## src/rtl/knight_anim.sv

```systemverilog
// Knight sprite animation sequencer: selects the animation from player status, steps
// frames every HOLD clocks, and runs a non-interruptible one-shot attack.
module knight_anim #(
   parameter int unsigned HOLD          = 4,
   parameter int unsigned ATTACK_FRAMES = 5
) (
   input  logic       frame_clk,
   input  logic       Reset_n,
   input  logic [3:0] Player_Status,
   input  logic       Inverse,
   output logic [2:0] anim_state,
   output logic [2:0] frame_idx,
   output logic [4:0] sprite_sel,
   output logic       facing_left,
   output logic       attack_busy,
   output logic       hit_window
);

   localparam int unsigned     HW        = (HOLD > 1) ? $clog2(HOLD) : 1;
   localparam logic [HW-1:0]   HOLD_LAST = HW'(HOLD - 1);
   localparam logic [2:0]      ATK_LAST  = 3'(ATTACK_FRAMES - 1);

   typedef enum logic [2:0] {
      ST_IDLE   = 3'd0,
      ST_WALK   = 3'd1,
      ST_JUMP   = 3'd2,
      ST_FALL   = 3'd3,
      ST_ATTACK = 3'd4
   } state_e;

   state_e          state_q, state_d;
   logic [2:0]      frame_q, frame_d;
   logic [HW-1:0]   hold_q, hold_d;
   logic            facing_q, facing_d;
   logic            atk_prev_q, atk_prev_d;
   logic            armed_q, armed_d;

   logic            status_is_atk;
   logic            atk_edge;
   logic            hold_wrap;
   logic            frame_last;
   logic            looping;
   state_e          target;
   logic [2:0]      last_frame;
   logic [4:0]      base;

   always_comb begin
      status_is_atk = (Player_Status == 4'd4);
      case (Player_Status)
         4'd1:    target = ST_WALK;
         4'd2:    target = ST_JUMP;
         4'd3:    target = ST_FALL;
         default: target = ST_IDLE;
      endcase
      // armed_q blocks an edge until a non-attack status has been sampled since reset
      atk_edge = status_is_atk & ~atk_prev_q & armed_q;
   end

   always_comb begin
      case (state_q)
         ST_IDLE:   begin last_frame = 3'd3;    looping = 1'b1; base = 5'd0;  end
         ST_WALK:   begin last_frame = 3'd5;    looping = 1'b1; base = 5'd4;  end
         ST_JUMP:   begin last_frame = 3'd1;    looping = 1'b0; base = 5'd10; end
         ST_FALL:   begin last_frame = 3'd1;    looping = 1'b0; base = 5'd12; end
         ST_ATTACK: begin last_frame = ATK_LAST; looping = 1'b0; base = 5'd14; end
         default:   begin last_frame = 3'd0;    looping = 1'b0; base = 5'd0;  end
      endcase
   end

   always_comb begin
      state_d    = state_q;
      frame_d    = frame_q;
      hold_d     = hold_q;
      facing_d   = (state_q == ST_ATTACK) ? facing_q : Inverse;
      atk_prev_d = status_is_atk;
      armed_d    = armed_q | ~status_is_atk;
      hold_wrap  = (hold_q == HOLD_LAST);
      frame_last = (frame_q == last_frame);

      if (hold_wrap) begin
         hold_d = '0;
         if (!frame_last)
            frame_d = frame_q + 3'd1;
         else if (looping)
            frame_d = '0;
      end else begin
         hold_d = hold_q + 1'b1;
      end

      if (state_q == ST_ATTACK) begin
         if (hold_wrap && frame_last) begin
            state_d = target;
            frame_d = '0;
            hold_d  = '0;
         end
      end else if (atk_edge) begin
         state_d = ST_ATTACK;
         frame_d = '0;
         hold_d  = '0;
      end else if (target != state_q) begin
         state_d = target;
         frame_d = '0;
         hold_d  = '0;
      end
   end

   always_ff @(posedge frame_clk or negedge Reset_n) begin
      if (!Reset_n) begin
         state_q    <= ST_IDLE;
         frame_q    <= '0;
         hold_q     <= '0;
         facing_q   <= 1'b0;
         atk_prev_q <= 1'b0;
         armed_q    <= 1'b0;
      end else begin
         state_q    <= state_d;
         frame_q    <= frame_d;
         hold_q     <= hold_d;
         facing_q   <= facing_d;
         atk_prev_q <= atk_prev_d;
         armed_q    <= armed_d;
      end
   end

   always_comb begin
      anim_state  = state_q;
      frame_idx   = frame_q;
      sprite_sel  = base + {2'b00, frame_q};
      facing_left = facing_q;
      attack_busy = (state_q == ST_ATTACK);
      hit_window  = (state_q == ST_ATTACK) && ((frame_q == 3'd2) || (frame_q == 3'd3));
   end

endmodule

```

## config.mk

```make
export PLATFORM = sky130hd
export DESIGN_NAME = knight_anim
export DESIGN_NICKNAME = d
export VERILOG_FILES = /design/src/rtl/knight_anim.sv
export SDC_FILE = /design/constraint.sdc
export NUM_CORES = 1
export LEC_CHECK = 0
export ABC_CLOCK_PERIOD_IN_PS = 1600
export CAP_MARGIN = 25
export CORE_UTILIZATION = 42
export DETAILED_ROUTE_END_ITERATION = 7
export PLACE_DENSITY = 0.73
export SYNTH_ARGS = -nofsm -noshare
export SYNTH_HDL_FRONTEND = slang
export SYNTH_SLANG_ARGS = --single-unit
```

## constraint.sdc

```tcl
create_clock -name frame_clk -period 1.6 [get_ports frame_clk]
set_input_delay 0.24 -clock frame_clk [delete_from_list [all_inputs] [get_ports frame_clk]]
set_output_delay 0.24 -clock frame_clk [all_outputs]
set_load 0.1 [all_outputs]
```

==> impl_metrics.yaml <==
power:
  leakagePower_nw: 0.669
  power-per-cell-area_nw_per_um2: 1550
  irDropWorstVdd_mv: 1.51
critical_path:
  rr_startpoint: "anim_state[1]"
  startpoint_type: "flip-flop"
  crit_end: "sprite_sel[3]"
  critPathLaunch: "anim_state[2]"
  ff2ff_path_depth: 7
  worstSetupEndpointType: "output port"
  worstSetupPathType: "flip-flop to output port"
  critPathRequiredTime_ns: 1.36
  path_max_fanout: 3
  r2r-end: "frame_idx[0]"
  reg2reg_slack_ns: -0.52
  cp.arrival_ns: 1.98
clocking:
  cts_tree: "done"
  clock_latency_ns: 0.27
  cts_num_sinks: 11
  cts_root_buffer: "clkbuf_4"
  cts_buffers: 3
  cts_buffer_depth: 2
  htree_levels: 1
  clkTransAtPathRegs_ns: 0.07
  hold_buffers: 0
cells_and_area:
  syn_to_final_growth_pct: 103
  fin_nets: 145
  layout-drive-gt1-share_pct: 62.1
  final_cells: 157
  diodes: 0
status:
  violations: "negative setup slack"
  outcome: "finished, violations left"
global_route:
  antenna_found_initial: 0
  grt_max_degree: 13
  grt_pass1_wl_mm: 4.38
  grt_overflow: 0
  grt_pass1_vias: 929
  grtUsageTotal_pct: 31.0
logic_synthesis:
  ys_warn_count: 0
  synth_cell_type_count: 35
  synth-async-reset-ratio_pct: 100
  ys.flop_type: "dfrtp_1"
  synth_area_per_cell_um2: 9.39
  synth_edf_count: 0
  yosysSeqAreaShare_pct: 34.5
  syn_nets: 97
  synthesis.area_um2: 798
  ys_seq_elements: 11
  syn_inst: 85
detailed_routing:
  wl_per_cell_um: 23.2
  firstDrtPassIters: 5
  vias: 955
  vias_per_cell: 6.08
  post-route-drc-count: 0
  antenna_left: 0
  drt_iter0_drc: 57
  finalWirelength_mm: 3.64
floorplan:
  dieWidth_um: 45.6
  core_area_um2: 1750
  std_cell_rows: 15
  start_util_pct: 45.7
  num_io_pins: 21
  die_area_um2: 2080
  die_h_um: 45.6
sta:
  tightestPinTransition_ns: 0.536
  timing.final.crit_period_ns: 2.22
  max_freq_mhz: 451
  finalCritPeriodShare_pct: 139
  tns_ns: -3.92
  fin_skew_ns: 0.00286
  maxSlewViolCount: 0
  hold_viol: 0
  grt_setup_unrepaired: "yes"
  max_slew_margin_pct: 64.2
  setup_viol: 12
  worst_slack_ns: -0.620
placed_design:
  dpl.hpwl_mm: 1.77
  routabilityCongestion: 0.784
  port_buffers: 20
  post-place-cells: 144
hold_path:
  min_path_type: "input pin to asynchronous set/reset pin"
job:
  drv_cap: 0
where the power goes:
group	leakage, nW	total (mW)	internal, mW	switching (mW)
Combinational	0.524	1.86	0.771	1.09
Clock	0.0150	0.195	0.0968	0.0984
Sequential	0.131	0.461	0.351	0.110
metrics by stage:
stage	utilization, %	instance area [um^2]	hold slack (ns)	worst slack, ns	power (mW)
2_1_floorplan	-	905	-0.0556	-0.798	1.47
6_report	93.0	1620	0.311	-0.620	2.52
4_1_cts	86.8	1520	0.313	-0.572	2.31
3_5_place_dp	79.4	1390	0.434	-0.357	2.03
5_1_grt	93.0	1620	0.349	-0.661	2.60
3_3_place_gp	79.4	1390	0.423	-0.284	1.99
Yosys cell counts, types with 2 or more instances:
master     n  area [um^2]
inv_1      2         7.51
ha_1       4         50.1
nor4bb_1   2         20.0
nor2_1     6         22.5
nor2b_1    3         18.8
and3b_1    2         17.5
a31oi_1    2         12.5
nand2b_1   4         25.0
buf_6      2         22.5
xor2_1     2         17.5
o21ai_0    5         25.0
dfrtp_1   11          275
nor3b_1    3         22.5
buf_2      2         10.0
a21oi_1    4         20.0
nand2_1    9         33.8
xnor2_1    3         26.3
and3_1     2         12.5
what timing repair did:
item | in CTS | in global routing
setup endpoints to repair | 9 | 13
gates resized for setup | 9 | 19
buffers inserted | 7 | 2
pin swaps | 6 | 10
area by class of cell:
type / instances / area [um^2]
clock buffer: 4 / 26.3
fill: 52 / 123
inverter: 3 / 23.8
multi-input combinational: 66 / 656
sequential: 11 / 295
tap: 25 / 31.3
timing repair buffer: 48 / 591
worst min-delay path by stage:
stage,endpoint,slack [ns],depth (start not counted)
finish,anim_state[1],0.31,1
floorplan,armed_q,-0.06,0
detailed placement,hold_q[0],0.43,1
global route,anim_state[1],0.35,1
CTS,anim_state[1],0.31,1
global placement,hold_q[0],0.42,1
layout by cell type (no fill, tap or decap), types with 2 or more instances in the layout:
cell type,Yosys,routed
dfrtp_4,0,5
nor2_4,0,2
nand2b_1,4,3
ha_1,4,2
and3_1,2,2
o21ai_0,5,3
buf_4,1,23
nor2b_1,3,2
buf_6,2,2
ha_4,0,2
nand2_1,9,7
nor2_1,6,3
clkbuf_4,0,3
o21ai_2,0,2
a21oi_2,1,3
xor2_1,2,2
clkdlybuf4s50_1,0,6
nor3b_1,3,2
buf_12,0,16
dfrtp_1,11,5
registers in the layout, summed over array words and instances, names as in the netlist:
name and count:
facing_left 1, anim_state 3, hold_q 2, frame_idx 3, atk_prev_q 1, armed_q 1
logic make-up after synthesis:
kind of cell	count (synthesis)	share of synthesized area [%]
AOI/OAI and AO/OA	16	12.4
xor gates and xnor gates	5	5.49
adders and majority gates	5	8.78
buffers and inverters	8	6.43
DFF	11	34.5
muxes	1	1.41
and+or+nand+nor	39	31.0
per-layer routing:
layer,track usage [%],up-vias,wire length [um]
met2,58.3,78,1880
li1,-,395,-
met3,3.57,24,307
met4,15.8,0,170
met1,33.4,458,1290
met5,0,-,0
worst max-delay path, cell delays in order (launching register included):
cell     delay, ns
dfrtp_4       0.53
xnor2_2       0.17
nor2_2        0.07
ha_4          0.17
fa_2          0.40
xnor2_4       0.18
buf_12        0.19
Note: power is estimated with default switching activity, not from simulation.
